**src/rtl/module_encoder_if.sv**
```systemverilog
// Upstream hit/token stream feeding the module encoder.
// The source owns valid/eor/data; the encoder owns ready.
interface module_encoder_if;
    logic        in_valid;
    logic        in_ready;
    logic        in_eor;
    logic [23:0] in_data;

    modport master (output in_valid, output in_eor, output in_data, input in_ready);
    modport slave  (input in_valid, input in_eor, input in_data, output in_ready);
endinterface

```
**src/rtl/module_encoder.sv**
```systemverilog
// Module readout emulator: serialises TBM header, ROC headers with pixel hits,
// TBM trailer and idle fill onto a 4-bit nibble stream advanced by ena.
module module_encoder #(
    parameter int unsigned GAP = 4
) (
    input  logic              clk80,
    input  logic              reset_n,
    input  logic              ena,
    input  logic              start,
    input  logic [15:0]       tbm_hdr_data,
    input  logic [15:0]       tbm_trl_data,
    input  logic [3:0]        nroc,
    input  logic [1:0]        roc_stat,
    module_encoder_if.slave   up,
    output logic [3:0]        dout,
    output logic              busy,
    output logic              frame_start,
    output logic              underrun
);

    typedef enum logic [2:0] {StIdle, StArm, StTh, StRh, StPx, StWait, StTt, StGap} state_e;

    state_e      state_q, state_d;
    logic [2:0]  cnt_q, cnt_d;
    logic [3:0]  gap_q, gap_d;
    logic [3:0]  roc_q, roc_d;
    logic [15:0] hdr_q, hdr_d, trl_q, trl_d;
    logic [1:0]  stat_q, stat_d;
    logic [23:0] data_q, data_d;
    logic        eor_q, eor_d, have_q, have_d;
    logic [3:0]  dout_q, dout_d, nib_next;
    logic        busy_q, busy_d, ready_q, ready_d, fs_q, fs_d, underrun_q, underrun_d;
    logic        xfer, have, w_eor, take;
    logic [23:0] w_data;

    // A word may arrive on any clk80 edge but is only consumed at the next ena decision point.
    assign xfer   = ready_q & up.in_valid;
    assign have   = have_q | xfer;
    assign w_eor  = have_q ? eor_q : up.in_eor;
    assign w_data = have_q ? data_q : up.in_data;
    assign take   = ena & (((state_q == StRh) & (cnt_q == 3'd2)) |
                           ((state_q == StPx) & (cnt_q == 3'd5)) | (state_q == StWait));

    function automatic logic [3:0] nib_at(logic [27:0] v, logic [2:0] i);
        return v[5'd27 - {i, 2'b00} -: 4];
    endfunction

    always_comb begin
        state_d    = state_q;
        cnt_d      = cnt_q;
        gap_d      = gap_q;
        roc_d      = roc_q;
        hdr_d      = hdr_q;
        trl_d      = trl_q;
        stat_d     = stat_q;
        data_d     = data_q;
        eor_d      = eor_q;
        have_d     = have_q;
        busy_d     = busy_q;
        ready_d    = 1'b0;
        fs_d       = 1'b0;
        underrun_d = underrun_q;
        if (xfer) begin
            have_d = 1'b1;
            eor_d  = up.in_eor;
            data_d = up.in_data;
        end
        unique case (state_q)
            StIdle: if (start) begin
                hdr_d      = tbm_hdr_data;
                trl_d      = tbm_trl_data;
                roc_d      = nroc;
                stat_d     = roc_stat;
                underrun_d = 1'b0;
                busy_d     = 1'b1;
                state_d    = StArm;
            end
            StArm: if (ena) begin
                state_d = StTh;
                cnt_d   = 3'd0;
                fs_d    = 1'b1;
            end
            StTh: if (ena) begin
                if (cnt_q == 3'd6) begin
                    state_d = (roc_q != 4'd0) ? StRh : StTt;
                    cnt_d   = 3'd0;
                end else begin
                    cnt_d = cnt_q + 3'd1;
                end
            end
            StRh: if (ena && cnt_q != 3'd2) begin
                cnt_d   = cnt_q + 3'd1;
                ready_d = (cnt_q == 3'd1);
            end
            StPx: if (ena && cnt_q != 3'd5) begin
                cnt_d   = cnt_q + 3'd1;
                ready_d = (cnt_q == 3'd4);
            end
            StWait: ;
            StTt: if (ena) begin
                if (cnt_q == 3'd6) begin
                    cnt_d = 3'd0;
                    if (GAP == 0) begin
                        state_d = StIdle;
                        busy_d  = 1'b0;
                    end else begin
                        state_d = StGap;
                        gap_d   = 4'd1;
                    end
                end else begin
                    cnt_d = cnt_q + 3'd1;
                end
            end
            StGap: if (ena) begin
                if (gap_q == 4'(GAP)) begin
                    state_d = StIdle;
                    busy_d  = 1'b0;
                end else begin
                    gap_d = gap_q + 4'd1;
                end
            end
            default: state_d = StIdle;
        endcase
        if (take) begin
            cnt_d = 3'd0;
            if (have) begin
                have_d = 1'b0;
                if (!w_eor) begin
                    state_d = StPx;
                    data_d  = w_data;
                end else begin
                    roc_d   = roc_q - 4'd1;
                    state_d = (roc_q != 4'd1) ? StRh : StTt;
                end
            end else begin
                state_d    = StWait;
                underrun_d = 1'b1;
                ready_d    = 1'b1;
            end
        end
    end

    // The nibble driven on an ena edge is the one selected by the next state/counter.
    always_comb begin
        nib_next = 4'hF;
        unique case (state_d)
            StTh:    nib_next = nib_at({12'h7FC, hdr_q}, cnt_d);
            StRh:    nib_next = nib_at({8'h7F, 2'b10, stat_q, 16'h0000}, cnt_d);
            StPx:    nib_next = nib_at({data_d, 4'h0}, cnt_d);
            StTt:    nib_next = nib_at({12'h7FE, trl_q}, cnt_d);
            default: nib_next = 4'hF;
        endcase
        dout_d = ena ? nib_next : dout_q;
    end

    always_ff @(posedge clk80 or negedge reset_n) begin
        if (!reset_n) begin
            state_q    <= StIdle;
            cnt_q      <= 3'd0;
            gap_q      <= 4'd0;
            roc_q      <= 4'd0;
            hdr_q      <= 16'h0000;
            trl_q      <= 16'h0000;
            stat_q     <= 2'b00;
            data_q     <= 24'h000000;
            eor_q      <= 1'b0;
            have_q     <= 1'b0;
            dout_q     <= 4'hF;
            busy_q     <= 1'b0;
            ready_q    <= 1'b0;
            fs_q       <= 1'b0;
            underrun_q <= 1'b0;
        end else begin
            state_q    <= state_d;
            cnt_q      <= cnt_d;
            gap_q      <= gap_d;
            roc_q      <= roc_d;
            hdr_q      <= hdr_d;
            trl_q      <= trl_d;
            stat_q     <= stat_d;
            data_q     <= data_d;
            eor_q      <= eor_d;
            have_q     <= have_d;
            dout_q     <= dout_d;
            busy_q     <= busy_d;
            ready_q    <= ready_d;
            fs_q       <= fs_d;
            underrun_q <= underrun_d;
        end
    end

    assign dout        = dout_q;
    assign busy        = busy_q;
    assign up.in_ready = ready_q;
    assign frame_start = fs_q;
    assign underrun    = underrun_q;

endmodule

```
**src/flat_wrapper.sv**
```systemverilog
// flat-port wrapper written by rule: the top's interface ports become plain ports
module module_encoder_flat 
#(
    parameter int unsigned GAP = 4
)
  (clk80, reset_n, ena, start, tbm_hdr_data, tbm_trl_data, nroc, roc_stat, dout, busy, frame_start, underrun, up_in_valid, up_in_eor, up_in_data, up_in_ready);
  module_encoder_if up_i ();
  input  logic clk80;
  input  logic reset_n;
  input  logic ena;
  input  logic start;
  input  logic [15:0] tbm_hdr_data;
  input  logic [15:0] tbm_trl_data;
  input  logic [3:0] nroc;
  input  logic [1:0] roc_stat;
  output logic [3:0] dout;
  output logic busy;
  output logic frame_start;
  output logic underrun;
  input wire logic [$bits(up_i.in_valid)-1:0] up_in_valid;
  input wire logic [$bits(up_i.in_eor)-1:0] up_in_eor;
  input wire logic [$bits(up_i.in_data)-1:0] up_in_data;
  output wire logic [$bits(up_i.in_ready)-1:0] up_in_ready;
  assign up_i.in_valid = up_in_valid;
  assign up_i.in_eor = up_in_eor;
  assign up_i.in_data = up_in_data;
  assign up_in_ready = up_i.in_ready;
  module_encoder #(.GAP(GAP)) u_core (.clk80(clk80), .reset_n(reset_n), .ena(ena), .start(start), .tbm_hdr_data(tbm_hdr_data), .tbm_trl_data(tbm_trl_data), .nroc(nroc), .roc_stat(roc_stat), .up(up_i), .dout(dout), .busy(busy), .frame_start(frame_start), .underrun(underrun));
endmodule
```
**config.mk**
```make
export PLATFORM = sky130hd
export DESIGN_NAME = module_encoder_flat
export DESIGN_NICKNAME = d
export VERILOG_FILES = /design/src/rtl/module_encoder_if.sv /design/src/rtl/module_encoder.sv /design/src/flat_wrapper.sv
export SDC_FILE = /design/constraint.sdc
export NUM_CORES = 1
export LEC_CHECK = 0
export BUFFER_PORTS_ARGS = -buffer_cell sky130_fd_sc_hd__buf_2
export CELL_PAD_IN_SITES_DETAIL_PLACEMENT = 1
export CELL_PAD_IN_SITES_GLOBAL_PLACEMENT = 2
export CORE_MARGIN = 2
export CORE_UTILIZATION = 35
export CTS_CLUSTER_DIAMETER = 60
export DETAILED_ROUTE_END_ITERATION = 12
export PLACE_DENSITY = 0.87
export SYNTH_ARGS = -nofsm -noshare
export SYNTH_HDL_FRONTEND = slang
export SYNTH_SLANG_ARGS = --single-unit
```
**constraint.sdc**
```tcl
create_clock -name clk80 -period 4.2 [get_ports clk80]
set_input_delay 0.21 -clock clk80 [delete_from_list [all_inputs] [get_ports clk80]]
set_output_delay 0.21 -clock clk80 [all_outputs]
set_load 0.05 [all_outputs]
```
==> results_dict.tcl <==
set metrics [dict create \
    required_ns 4.47 \
    cap_violations 0 \
    p_per_area_nw_per_um2 818 \
    finalSetupTns_ns 0 \
    cts_root_buf "clkbuf_16" \
    final_antenna_net_count 0 \
    synth_nets 554 \
    drive_above_1_share_pct 27.3 \
    reg2reg_from "u_core.cnt_q[0]$_DFF_PN0_" \
    p_leak_nw 2.54 \
    mappedNetlistArea_um2 4440 \
    synth-async-reset-ratio_pct 100 \
    crit_path_end "u_core.dout[2]$_DFFE_PN1P_" \
    route.met3.wl_um 604 \
    postCtsSetupBuffers 0 \
    syn_area_per_cell_um2 9.31 \
    yosysTopAreaCell "dfrtp_1" \
    end_kind "register" \
    synth.top_cell.area_share_pct 43.9 \
    slowest_stage "dfrtp_1" \
    critical_path_arrival_ns 3.89 \
    wl_per_cell_um 17.5 \
    antenna_cells 0 \
    hp-class "input port to asynchronous set/reset pin" \
    critical_path.cell_chain "inv_1 > ha_1 > nand2b_1 > a31oi_1 > o21ai_0 > o211ai_1 > inv_1 > ha_1 > inv_1 > nand4_1 > o211ai_1 > nor2_1 > or2_1 > a2111oi_2 > nor4_1" \
    grt_pass1_wl_um 20800 \
    period_needed_ns 3.63 \
    multi_input_area_um2 2200 \
    finalCritPeriodShare_pct 86.4 \
    sw_frac_of_total_pct 43.8 \
    cpMostUsedCell "inv_1" \
    rsz0062_at_grt "false" \
    dieWidth_um 117 \
    path_clk_slew_ns 0.07 \
    fill_cells 1520 \
    ys_ff_latch 82 \
    syn_to_final_growth_pct 19.1 \
    synth_warnings 0 \
    clock_sinks 82 \
    p_switching_mw 1.89 \
    cts_buffer_depth 2 \
    critical_path_cell_count 15 \
    vias 3816 \
    drt_iter0_drc 129 \
    initial_core_util_pct 35.5 \
    hpwl_um 9300 \
    port-buffer-count 75 \
    synthesis.instances 477 \
    placedCellCount 710 \
    routed.top_layer "met4" \
    synth-seq-area-share_pct 46.3 \
    place_congestion 0.881 \
    vdd_ir_drop_max_mv 0.303 \
    critPathLaunchType "register" \
    tritoncts "built" \
    layout.nets 626 \
    pwr-share-seq_pct 32.6 \
    clock_power_share_pct 18.4 \
    grt_pass1_vias 4030 \
    ys.flop_type "dfrtp_1" \
    fin_cells 726 \
    relSlewSlack_pct 28.7 \
    status "finished, final reports clean" \
    die_area_um2 13600 \
    wirelength_um 12700 \
    finalHoldViolCount 0 \
    grt_max_degree 83 \
    maxSlewViolCount 0 \
    crit_start "u_core.cnt_q[0]$_DFF_PN0_" \
    crit_family "compound AO/OA/AOI/OAI gates" \
    antenna_found_initial 0 \
    via_per_inst 5.26 \
    core_area_um2 12500 \
    p_int_mw 2.43 \
    synth_edf_count 0 \
    clock_latency_ns 0.35 \
    track_usage_pct 20.2 \
    worst_path_largest_cell_delay_ns 0.43 \
    dr.pass1.iters 4 \
    remaining_drc_errors 0 \
    wl_met1_um 5590 \
    h-tree-depth 3 \
    pwr-share-comb_pct 49.0 \
    tightest_slew_ns 1.07 \
    ios 76 \
    wl_met2_um 6240 \
    synth_cell_types 76 \
    core.rowCount 41 \
    max_freq_ghz 0.276 \
    cp_max_fo 8 \
    die_y_um 117 \
    r2r_slack_ns 0.57 \
    cts_inserted_buffers 9 \
    ff2ff_path_depth 15 \
    synthTopCellsByArea "dfrtp_1, nand2_1, mux2_2" \
    grt-ovfl-total 0 \
    rr_endpoint "u_core.dout[2]$_DFFE_PN1P_" \
    regArea_um2 2060 \
    holdBufCountCts 0 \
    path_buf_inv 3 \
    cts_resized 0 \
    skew_ns 0.00698 \
    setup_viol 0 \
    worstSetupPathType "register to register" \
]
## cell usage after synthesis (5+ instances only)
master and number:
nor4_1 5, dfrtp_1 78, nor2_1 23, o21ai_0 16
mux2i_1 6, mux2_2 23, or2_2 5, a221oi_1 5
o211ai_1 9, nand2_1 142, ha_1 9, inv_1 20
nor3_1 6, a21oi_1 13, clkbuf_1 13, nand3_1 8
## metal layers
layer,up-vias,track usage [%]
met5,-,0
met4,0,6.90
met3,23,4.46
met2,87,34.3
met1,1884,25.5
li1,1822,-
## layout make-up
class / instances / share of cell area (%)
Multi-Input combinational cell: 354 / 41.7
Sequential cell: 82 / 38.9
Timing Repair Buffer: 82 / 8.37
Clock buffer: 9 / 4.26
Tap cell: 172 / 4.07
Inverter: 20 / 1.42
Clock inverter: 7 / 1.32
## stage by stage
step,cell area (µm²),util (%),setup slack [ns],power [mW],hold slack (ns)
3_3_place_gp,4990,39.9,0.887,3.46,0.401
6_report,5290,42.3,0.572,4.33,0.0362
3_5_place_dp,4990,39.9,0.670,3.54,0.406
4_1_cts,5290,42.3,0.642,4.37,0.0317
5_1_grt,5290,42.3,0.286,4.68,0.0500
2_1_floorplan,4440,-,0.777,2.93,-0.0856
## how the worst min path moves through the flow
stage | from | endpoint | slack, ns | cells past startpoint
after floorplan | reset_n | u_core.busy$_DFFE_PN0P_ | -0.09 | 0
after global placement | tbm_hdr_data[12] | u_core.hdr_q[12]$_DFFE_PN0P_ | 0.40 | 3
after detailed placement | tbm_hdr_data[11] | u_core.hdr_q[11]$_DFFE_PN0P_ | 0.41 | 3
after CTS | tbm_hdr_data[11] | u_core.hdr_q[11]$_DFFE_PN0P_ | 0.03 | 3
after global routing | tbm_trl_data[11] | u_core.trl_q[11]$_DFFE_PN0P_ | 0.05 | 3
final | reset_n | u_core.roc_q[2]$_DFF_PN0_ | 0.04 | 1
## power groups by stage
stage	Sequential, mW	Combinational [mW]	Clock, mW
after floorplan	1.41	1.52	0
after global placement	1.40	2.07	0
after detailed placement	1.42	2.12	0
after CTS	1.41	2.13	0.821
after global routing	1.46	2.37	0.856
final	1.41	2.12	0.795
## cell families after synthesis
group / Yosys count / synth area share (%)
AO/OA/AOI/OAI: 97 / 17.4
buffers and inverters: 41 / 4.14
adder cells (fa/ha/maj): 9 / 2.54
XOR/XNOR: 2 / 0.394
flip-flops: 82 / 46.3
AND/OR/NAND/NOR: 215 / 21.4
multiplexers: 31 / 7.86
## flip-flops by register name, indices dropped and copies added, names as in the netlist, 2 cells and up
name,flops
u_core.data_q,24
u_core.stat_q,2
u_core.state_q,3
u_core.roc_q,4
u_core.hdr_q,16
u_core.trl_q,16
u_core.gap_q,4
u_core.cnt_q,3
u_core.dout,4
## worst register-to-register path, delay by kind of cell, from the launching register on
kind / cells / cell delay, ns
fa+ha+maj: 2 / 0.50
compound gates: 5 / 1.37
simple gates: 5 / 0.94
buf+inv: 3 / 0.29
flops: 1 / 0.43
## layout by cell type (no fill, tap or decap), types with 3 or more instances in the layout
| cell type | synthesis | layout |
|---|---|---|
| a211o_1 | 3 | 3 |
| buf_2 | 3 | 74 |
| nor2b_1 | 4 | 4 |
| ha_1 | 9 | 9 |
| nor4_1 | 5 | 5 |
| buf_4 | 1 | 7 |
| o21a_1 | 3 | 3 |
| o22ai_1 | 4 | 4 |
| o211ai_1 | 9 | 9 |
| nor2_1 | 23 | 22 |
| nand2_1 | 142 | 142 |
| nand3_1 | 8 | 8 |
| clkinv_2 | 0 | 3 |
| a221oi_1 | 5 | 5 |
| nand2b_1 | 3 | 3 |
| dfstp_2 | 4 | 4 |
| nand4_1 | 4 | 4 |
| or2_2 | 5 | 5 |
| dfrtp_1 | 78 | 78 |
| o21ai_0 | 16 | 16 |
| nor3_1 | 6 | 6 |
| a221o_2 | 3 | 3 |
| inv_1 | 20 | 20 |
| mux2_2 | 23 | 23 |
| clkbuf_16 | 0 | 9 |
| a21oi_1 | 13 | 13 |
| a2111oi_0 | 3 | 3 |
| mux2i_1 | 6 | 6 |
(Power assumes the default switching activity.)
